**config.mk**
```make
export PLATFORM = sky130hd
export DESIGN_NAME = axi_ar_burst_splitter
export DESIGN_NICKNAME = d
export VERILOG_FILES = /design/src/rtl/axi_ar_burst_splitter.sv
export SDC_FILE = /design/constraint.sdc
export NUM_CORES = 1
export LEC_CHECK = 0
export BUFFER_PORTS_ARGS = -buffer_cell sky130_fd_sc_hd__buf_2
export CAP_MARGIN = 40
export CORE_ASPECT_RATIO = 1.75
export CORE_UTILIZATION = 40
export CTS_BUF_LIST = sky130_fd_sc_hd__clkbuf_16
export DETAILED_ROUTE_END_ITERATION = 8
export RECOVER_POWER = 100
export SYNTH_ARGS = -nofsm -noshare
export SYNTH_HDL_FRONTEND = slang
export SYNTH_SLANG_ARGS = --single-unit
```
**constraint.sdc**
```tcl
create_clock -name clock -period 8.8 [get_ports clock]
set_input_delay 0.44 -clock clock [delete_from_list [all_inputs] [get_ports clock]]
set_output_delay 0.44 -clock clock [all_outputs]
set_load 0.01 [all_outputs]
```
**src/rtl/axi_ar_burst_splitter.sv**
```systemverilog
`default_nettype none
// ============================================================================
// axi_ar_burst_splitter: re-issues AXI4 AR bursts as length/boundary-limited
// sub-bursts tagged with first/last flags.     Revision: 1.0
// ============================================================================
module axi_ar_burst_splitter #(
    parameter int AXI_ARID_WIDTH   = 1,
    parameter int AXI_ARADDR_WIDTH = 32,
    parameter int AXI_ARUSER_WIDTH = 1,
    parameter int MAX_BEATS        = 16,
    parameter int BOUNDARY         = 4096
) (
    input  logic                        clock,
    input  logic                        reset,
    input  logic [AXI_ARID_WIDTH-1:0]   s_arid,
    input  logic [AXI_ARADDR_WIDTH-1:0] s_araddr,
    input  logic [7:0]                  s_arlen,
    input  logic [2:0]                  s_arsize,
    input  logic [1:0]                  s_arburst,
    input  logic                        s_arlock,
    input  logic [3:0]                  s_arcache,
    input  logic [2:0]                  s_arprot,
    input  logic [3:0]                  s_arqos,
    input  logic [3:0]                  s_arregion,
    input  logic [AXI_ARUSER_WIDTH-1:0] s_aruser,
    input  logic                        s_arvalid,
    output logic                        s_arready,
    output logic [AXI_ARID_WIDTH-1:0]   m_arid,
    output logic [AXI_ARADDR_WIDTH-1:0] m_araddr,
    output logic [7:0]                  m_arlen,
    output logic [2:0]                  m_arsize,
    output logic [1:0]                  m_arburst,
    output logic                        m_arlock,
    output logic [3:0]                  m_arcache,
    output logic [2:0]                  m_arprot,
    output logic [3:0]                  m_arqos,
    output logic [3:0]                  m_arregion,
    output logic [AXI_ARUSER_WIDTH-1:0] m_aruser,
    output logic                        m_arvalid,
    input  logic                        m_arready,
    output logic                        m_arfirst,
    output logic                        m_arlast
);

    localparam int         AW          = AXI_ARADDR_WIDTH;
    localparam int         OFF_W       = $clog2(BOUNDARY);
    localparam int         BND_W       = OFF_W + 1;
    localparam logic [1:0] BURST_FIXED = 2'b00;
    localparam logic [1:0] BURST_INCR  = 2'b01;

    typedef enum logic [0:0] {
        S_IDLE  = 1'b0,
        S_ISSUE = 1'b1
    } state_t;

    // Beats for a sub-burst starting at addr_lo with rem beats still owed.
    function automatic logic [8:0] calc_beats(
        input logic [OFF_W-1:0] addr_lo,
        input logic [8:0]       rem,
        input logic [2:0]       size,
        input logic [1:0]       burst
    );
        logic [OFF_W-1:0] offset;
        logic [BND_W-1:0] to_bnd;
        logic [8:0]       beats;
        offset = addr_lo & ~((OFF_W'(1) << size) - OFF_W'(1));
        to_bnd = (BND_W'(BOUNDARY) - {1'b0, offset}) >> size;
        beats  = rem;
        if ((burst == BURST_INCR || burst == BURST_FIXED) && beats > 9'(MAX_BEATS)) begin
            beats = 9'(MAX_BEATS);
        end
        if (burst == BURST_INCR && 16'(to_bnd) < 16'(beats)) begin
            beats = 9'(to_bnd);
        end
        return beats;
    endfunction

    state_t                      state_q;
    logic [AXI_ARID_WIDTH-1:0]   id_q;
    logic [AW-1:0]               addr_q;
    logic [7:0]                  len_q;
    logic [2:0]                  size_q;
    logic [1:0]                  burst_q;
    logic                        lock_q;
    logic [3:0]                  cache_q;
    logic [2:0]                  prot_q;
    logic [3:0]                  qos_q;
    logic [3:0]                  region_q;
    logic [AXI_ARUSER_WIDTH-1:0] user_q;
    logic [8:0]                  rem_q;
    logic                        first_q;
    logic                        last_q;

    logic [8:0]    s_rem;
    logic [8:0]    cur_beats;
    logic [8:0]    next_rem;
    logic [8:0]    beats_d;
    logic [AW-1:0] aligned;
    logic [AW-1:0] next_addr;

    // The beat count is evaluated one step ahead so m_arlen/m_arlast stay registered.
    always_comb begin
        s_rem     = {1'b0, s_arlen} + 9'd1;
        cur_beats = {1'b0, len_q} + 9'd1;
        aligned   = addr_q & ~((AW'(1) << size_q) - AW'(1));
        next_addr = (burst_q == BURST_INCR) ? aligned + (AW'(cur_beats) << size_q) : addr_q;
        next_rem  = rem_q - cur_beats;
        if (state_q == S_IDLE) begin
            beats_d = calc_beats(s_araddr[OFF_W-1:0], s_rem, s_arsize, s_arburst);
        end else begin
            beats_d = calc_beats(next_addr[OFF_W-1:0], next_rem, size_q, burst_q);
        end
    end

    always_ff @(posedge clock) begin
        if (reset) begin
            state_q  <= S_IDLE;
            id_q     <= '0;
            addr_q   <= '0;
            len_q    <= '0;
            size_q   <= '0;
            burst_q  <= '0;
            lock_q   <= 1'b0;
            cache_q  <= '0;
            prot_q   <= '0;
            qos_q    <= '0;
            region_q <= '0;
            user_q   <= '0;
            rem_q    <= '0;
            first_q  <= 1'b0;
            last_q   <= 1'b0;
        end else begin
            case (state_q)
                S_IDLE: begin
                    if (s_arvalid) begin
                        id_q     <= s_arid;
                        addr_q   <= s_araddr;
                        size_q   <= s_arsize;
                        burst_q  <= s_arburst;
                        lock_q   <= s_arlock;
                        cache_q  <= s_arcache;
                        prot_q   <= s_arprot;
                        qos_q    <= s_arqos;
                        region_q <= s_arregion;
                        user_q   <= s_aruser;
                        rem_q    <= s_rem;
                        first_q  <= 1'b1;
                        len_q    <= 8'(beats_d - 9'd1);
                        last_q   <= (beats_d == s_rem);
                        state_q  <= S_ISSUE;
                    end
                end
                S_ISSUE: begin
                    if (m_arready) begin
                        if (last_q) begin
                            state_q <= S_IDLE;
                        end else begin
                            addr_q  <= next_addr;
                            rem_q   <= next_rem;
                            first_q <= 1'b0;
                            len_q   <= 8'(beats_d - 9'd1);
                            last_q  <= (beats_d == next_rem);
                        end
                    end
                end
                default: state_q <= S_IDLE;
            endcase
        end
    end

    assign s_arready  = (state_q == S_IDLE);
    assign m_arvalid  = (state_q == S_ISSUE);
    assign m_arid     = id_q;
    assign m_araddr   = addr_q;
    assign m_arlen    = len_q;
    assign m_arsize   = size_q;
    assign m_arburst  = burst_q;
    assign m_arlock   = lock_q;
    assign m_arcache  = cache_q;
    assign m_arprot   = prot_q;
    assign m_arqos    = qos_q;
    assign m_arregion = region_q;
    assign m_aruser   = user_q;
    assign m_arfirst  = first_q;
    assign m_arlast   = last_q;

endmodule
`default_nettype wire

```
==> impl_metrics.json <==
{
  "status": "finished, violations left",
  "violations": "capacitance limit, slew limit",
  "dp.cells": 1655,
  "final_hold_viol_count": 0,
  "synth_fp_nets": 1389,
  "netlist_area_sq_um": 8947,
  "cts-root-buf": "clkbuf_16",
  "critPathCaptureType": "flip-flop",
  "clk_path_buf_depth": 2,
  "clk_latency_ns": 0.37,
  "postCtsSetupRepairBufs": 0,
  "synth_cells": 1271,
  "avgRoutedWirePerCell_microns": 20.03,
  "grt_max_degree": 76,
  "grt_usage_pct": 29.10,
  "grt_pass1_vias": 9451,
  "synth_edf_count": 0,
  "setup_viol": 0,
  "clock-skew-final_ns": 0.01310,
  "h-tree-depth": 3,
  "drt_first_pass_iters": 5,
  "async_flop_share_pct": 0,
  "setup.reg_to_reg.worst_slack_ns": 0.55,
  "diodes": 0,
  "synthTopCellsByArea": "dfxtp_1 (17%), nand2_1 (6.9%), ha_1 (6.9%)",
  "finalCriticalPeriod_ns": 8.249,
  "hp-class": "in2reg",
  "r2r_end": "m_arlast",
  "final_antenna_net_count": 0,
  "drt-total-wl_microns": 33480,
  "whs_path_depth": 3,
  "fp.dieW_microns": 115.1,
  "die_h_microns": 199.9,
  "initial_core_util_pct": 40.70,
  "routabilityCongestion": 0.9530,
  "cap_violations": 4,
  "nets": 1488,
  "dpl.hpwl_microns": 26120,
  "core_sq_um": 21980,
  "grt-ovfl-total": 0,
  "vias_per_cell": 6.089,
  "max_freq_mhz": 121.2,
  "numClockSinks": 75,
  "vias": 10175,
  "synth.distinct_cells": 100,
  "finalNonFillerCells": 1671,
  "p_per_area_nw_per_um2": 174.4,
  "tightest_slew_ns": 3.264,
  "drtIter0Drc": 658,
  "timing.final.crit_share_pct": 93.74,
  "worstSetupStartpoint": "m_arsize[2]",
  "synth_area_per_cell_sq_um": 7.040,
  "yosysTopAreaCell": "dfxtp_1",
  "antenna_found_initial": 0,
  "grt_pass1_wl_microns": 50740,
  "cp_max_fo": 19,
  "crit_required_ns": 9.12,
  "cp_slowest_cell": "or4b_1",
  "vdd_ir_drop_max_mv": 0.08533,
  "worstPathArrival_ns": 8.57,
  "fin_ws_ns": 0.5509,
  "rows": 72,
  "ys_seq_elements": 75,
  "fin_hold_ws_ns": 0.3000,
  "finalSetupTns_ns": 0,
  "ys_seq_area_share_pct": 16.78,
  "cts_tree": "built",
  "drv_slew": 163,
  "pre_cts_ws_ns": 0.7517,
  "hp-start": "s_arqos[0]",
  "dieArea_sq_um": 22990,
  "ios": 134,
  "relSlewSlack_pct": -117.6,
  "critPathMaxStageDelay_ns": 0.52,
  "drive_gt1_share_pct": 11.64,
  "synth_top_flop_cell": "dfxtp_1",
  "p_leak_nw": 3.844,
  "cts_buffers": 9,
  "port_buffers": 133,
  "rr_worst_depth": 33,
  "critPathKind": "reg2reg",
  "min_to": "m_arqos[0]",
  "synth_top_area_share_pct": 16.78,
  "rsz0062_at_grt": "false",
  "start_kind": "flip-flop",
  "yosysWarnings": 0,
  "path_clk_slew_ns": 0.07,
  "path_common_cell": "nor2_1",
  "holdBufCountCts": 0,
  "r2r-start": "m_arsize[2]",
  "drcViolationCount": 0,
  "area_growth_pct": 13.38
}
-- worst max path at each step --
| stage | end | slack, ns | depth (start not counted) |
|---|---|---|---|
| floorplan | m_arlen[7] | 0.95 | 31 |
| global placement | m_arlast | 0.85 | 31 |
| detailed placement | m_arlast | 0.75 | 31 |
| CTS | m_arlast | 0.71 | 31 |
| global route | m_arlast | 0.0006 | 33 |
| finish | m_arlast | 0.55 | 33 |
-- cell families after synthesis --
family / share of synthesized area, %
xor+xnor: 6.657
flops: 16.78
buf+inv: 5.146
mux: 4.685
simple gates: 29.06
fa+ha+maj: 7.300
compound gates: 30.37
-- layout make-up --
cell class | instances | area, sq um
clock inverter | 7 | 76.32
sequential | 75 | 1504
tap | 296 | 370.4
fill | 2396 | 11840
inverter | 38 | 142.6
multi-input combinational | 1078 | 6990
timing repair buffer | 168 | 835.8
clock buffer | 9 | 225.2
-- power breakdown --
part | internal, W | total [W] | switching, W
Combinational | 0.000369 | 0.000967 | 0.000597
Sequential | 0.000370 | 0.000404 | 0.0000345
Clock | 0.000222 | 0.000398 | 0.000176
-- worst max-delay path, delay by kind of cell (launching register included) --
kind | cells | cell delay [ns]
flops | 1 | 0.44
compound gates | 13 | 3.08
simple gates | 15 | 3.49
buf+inv | 2 | 0.25
fa+ha+maj | 3 | 0.93
-- metal layers --
| metal | vias up | routed length, microns | GRT usage [%] |
|---|---|---|---|
| li1 | 4921 | - | - |
| met1 | 4778 | 12140 | 29.23 |
| met2 | 355 | 17770 | 54.98 |
| met3 | 121 | 1415 | 3.110 |
| met4 | 0 | 2155 | 20.68 |
| met5 | - | 0 | 0 |
-- cells in the mapped netlist, types with 21 or more instances --
library cell  number
clkbuf_1          59
xnor2_1           40
a21oi_1          103
inv_1             36
xor2_1            28
nand3_1           31
o21ai_0           57
nor2_1           143
nand2_1          164
nand2b_1          22
o211ai_1          21
a211oi_1          43
nor3_1            39
ha_1              49
dfxtp_1           75
-- what timing repair did --
action,in CTS,in global routing
setup endpoints to repair,0,3
gates resized for setup,0,1
hold endpoints to repair,0,0
-- through the flow --
stage               util [%]  area [sq um]  total power, W
global route           46.15         10140        0.001889
floorplan                  -          8947        0.001089
CTS                    46.69         10260        0.001776
global placement       45.03          9898        0.001357
detailed placement     45.32          9962        0.001366
finish                 46.15         10140        0.001769
-- state kept, by name, indices dropped and copies added (netlist names) --
name	flops
m_arburst	2
m_araddr	32
m_arprot	3
m_arqos	4
m_aruser	1
m_arcache	4
m_arlock	1
m_arregion	4
m_arlast	1
m_arlen	8
m_arvalid	1
m_arsize	3
rem_q	9
m_arid	1
m_arfirst	1
-- placed cells by master, fill, tap and decap left out, types with 9 or more instances in the layout --
master | synthesis | layout
buf_2 | 11 | 68
nor2_1 | 143 | 143
a21oi_1 | 103 | 103
xnor2_1 | 40 | 40
a211oi_1 | 43 | 43
nor3b_1 | 10 | 9
nor4_1 | 11 | 11
buf_4 | 1 | 22
o21ai_0 | 57 | 58
nand2_1 | 164 | 164
ha_1 | 49 | 49
clkbuf_16 | 0 | 9
o31ai_1 | 9 | 9
nor3_1 | 39 | 39
nor2b_1 | 13 | 13
xor2_1 | 28 | 28
inv_1 | 36 | 37
a31oi_1 | 10 | 10
clkbuf_1 | 59 | 73
o211ai_1 | 21 | 21
or3_1 | 9 | 9
nand2b_1 | 22 | 22
and3_1 | 17 | 17
o22ai_1 | 9 | 9
and2_1 | 20 | 20
nand4_1 | 17 | 17
a211o_1 | 11 | 11
a22oi_1 | 13 | 13
dfxtp_1 | 75 | 73
nand3_1 | 31 | 31
mux2i_1 | 19 | 19
Power figures use the tool's default switching activity.
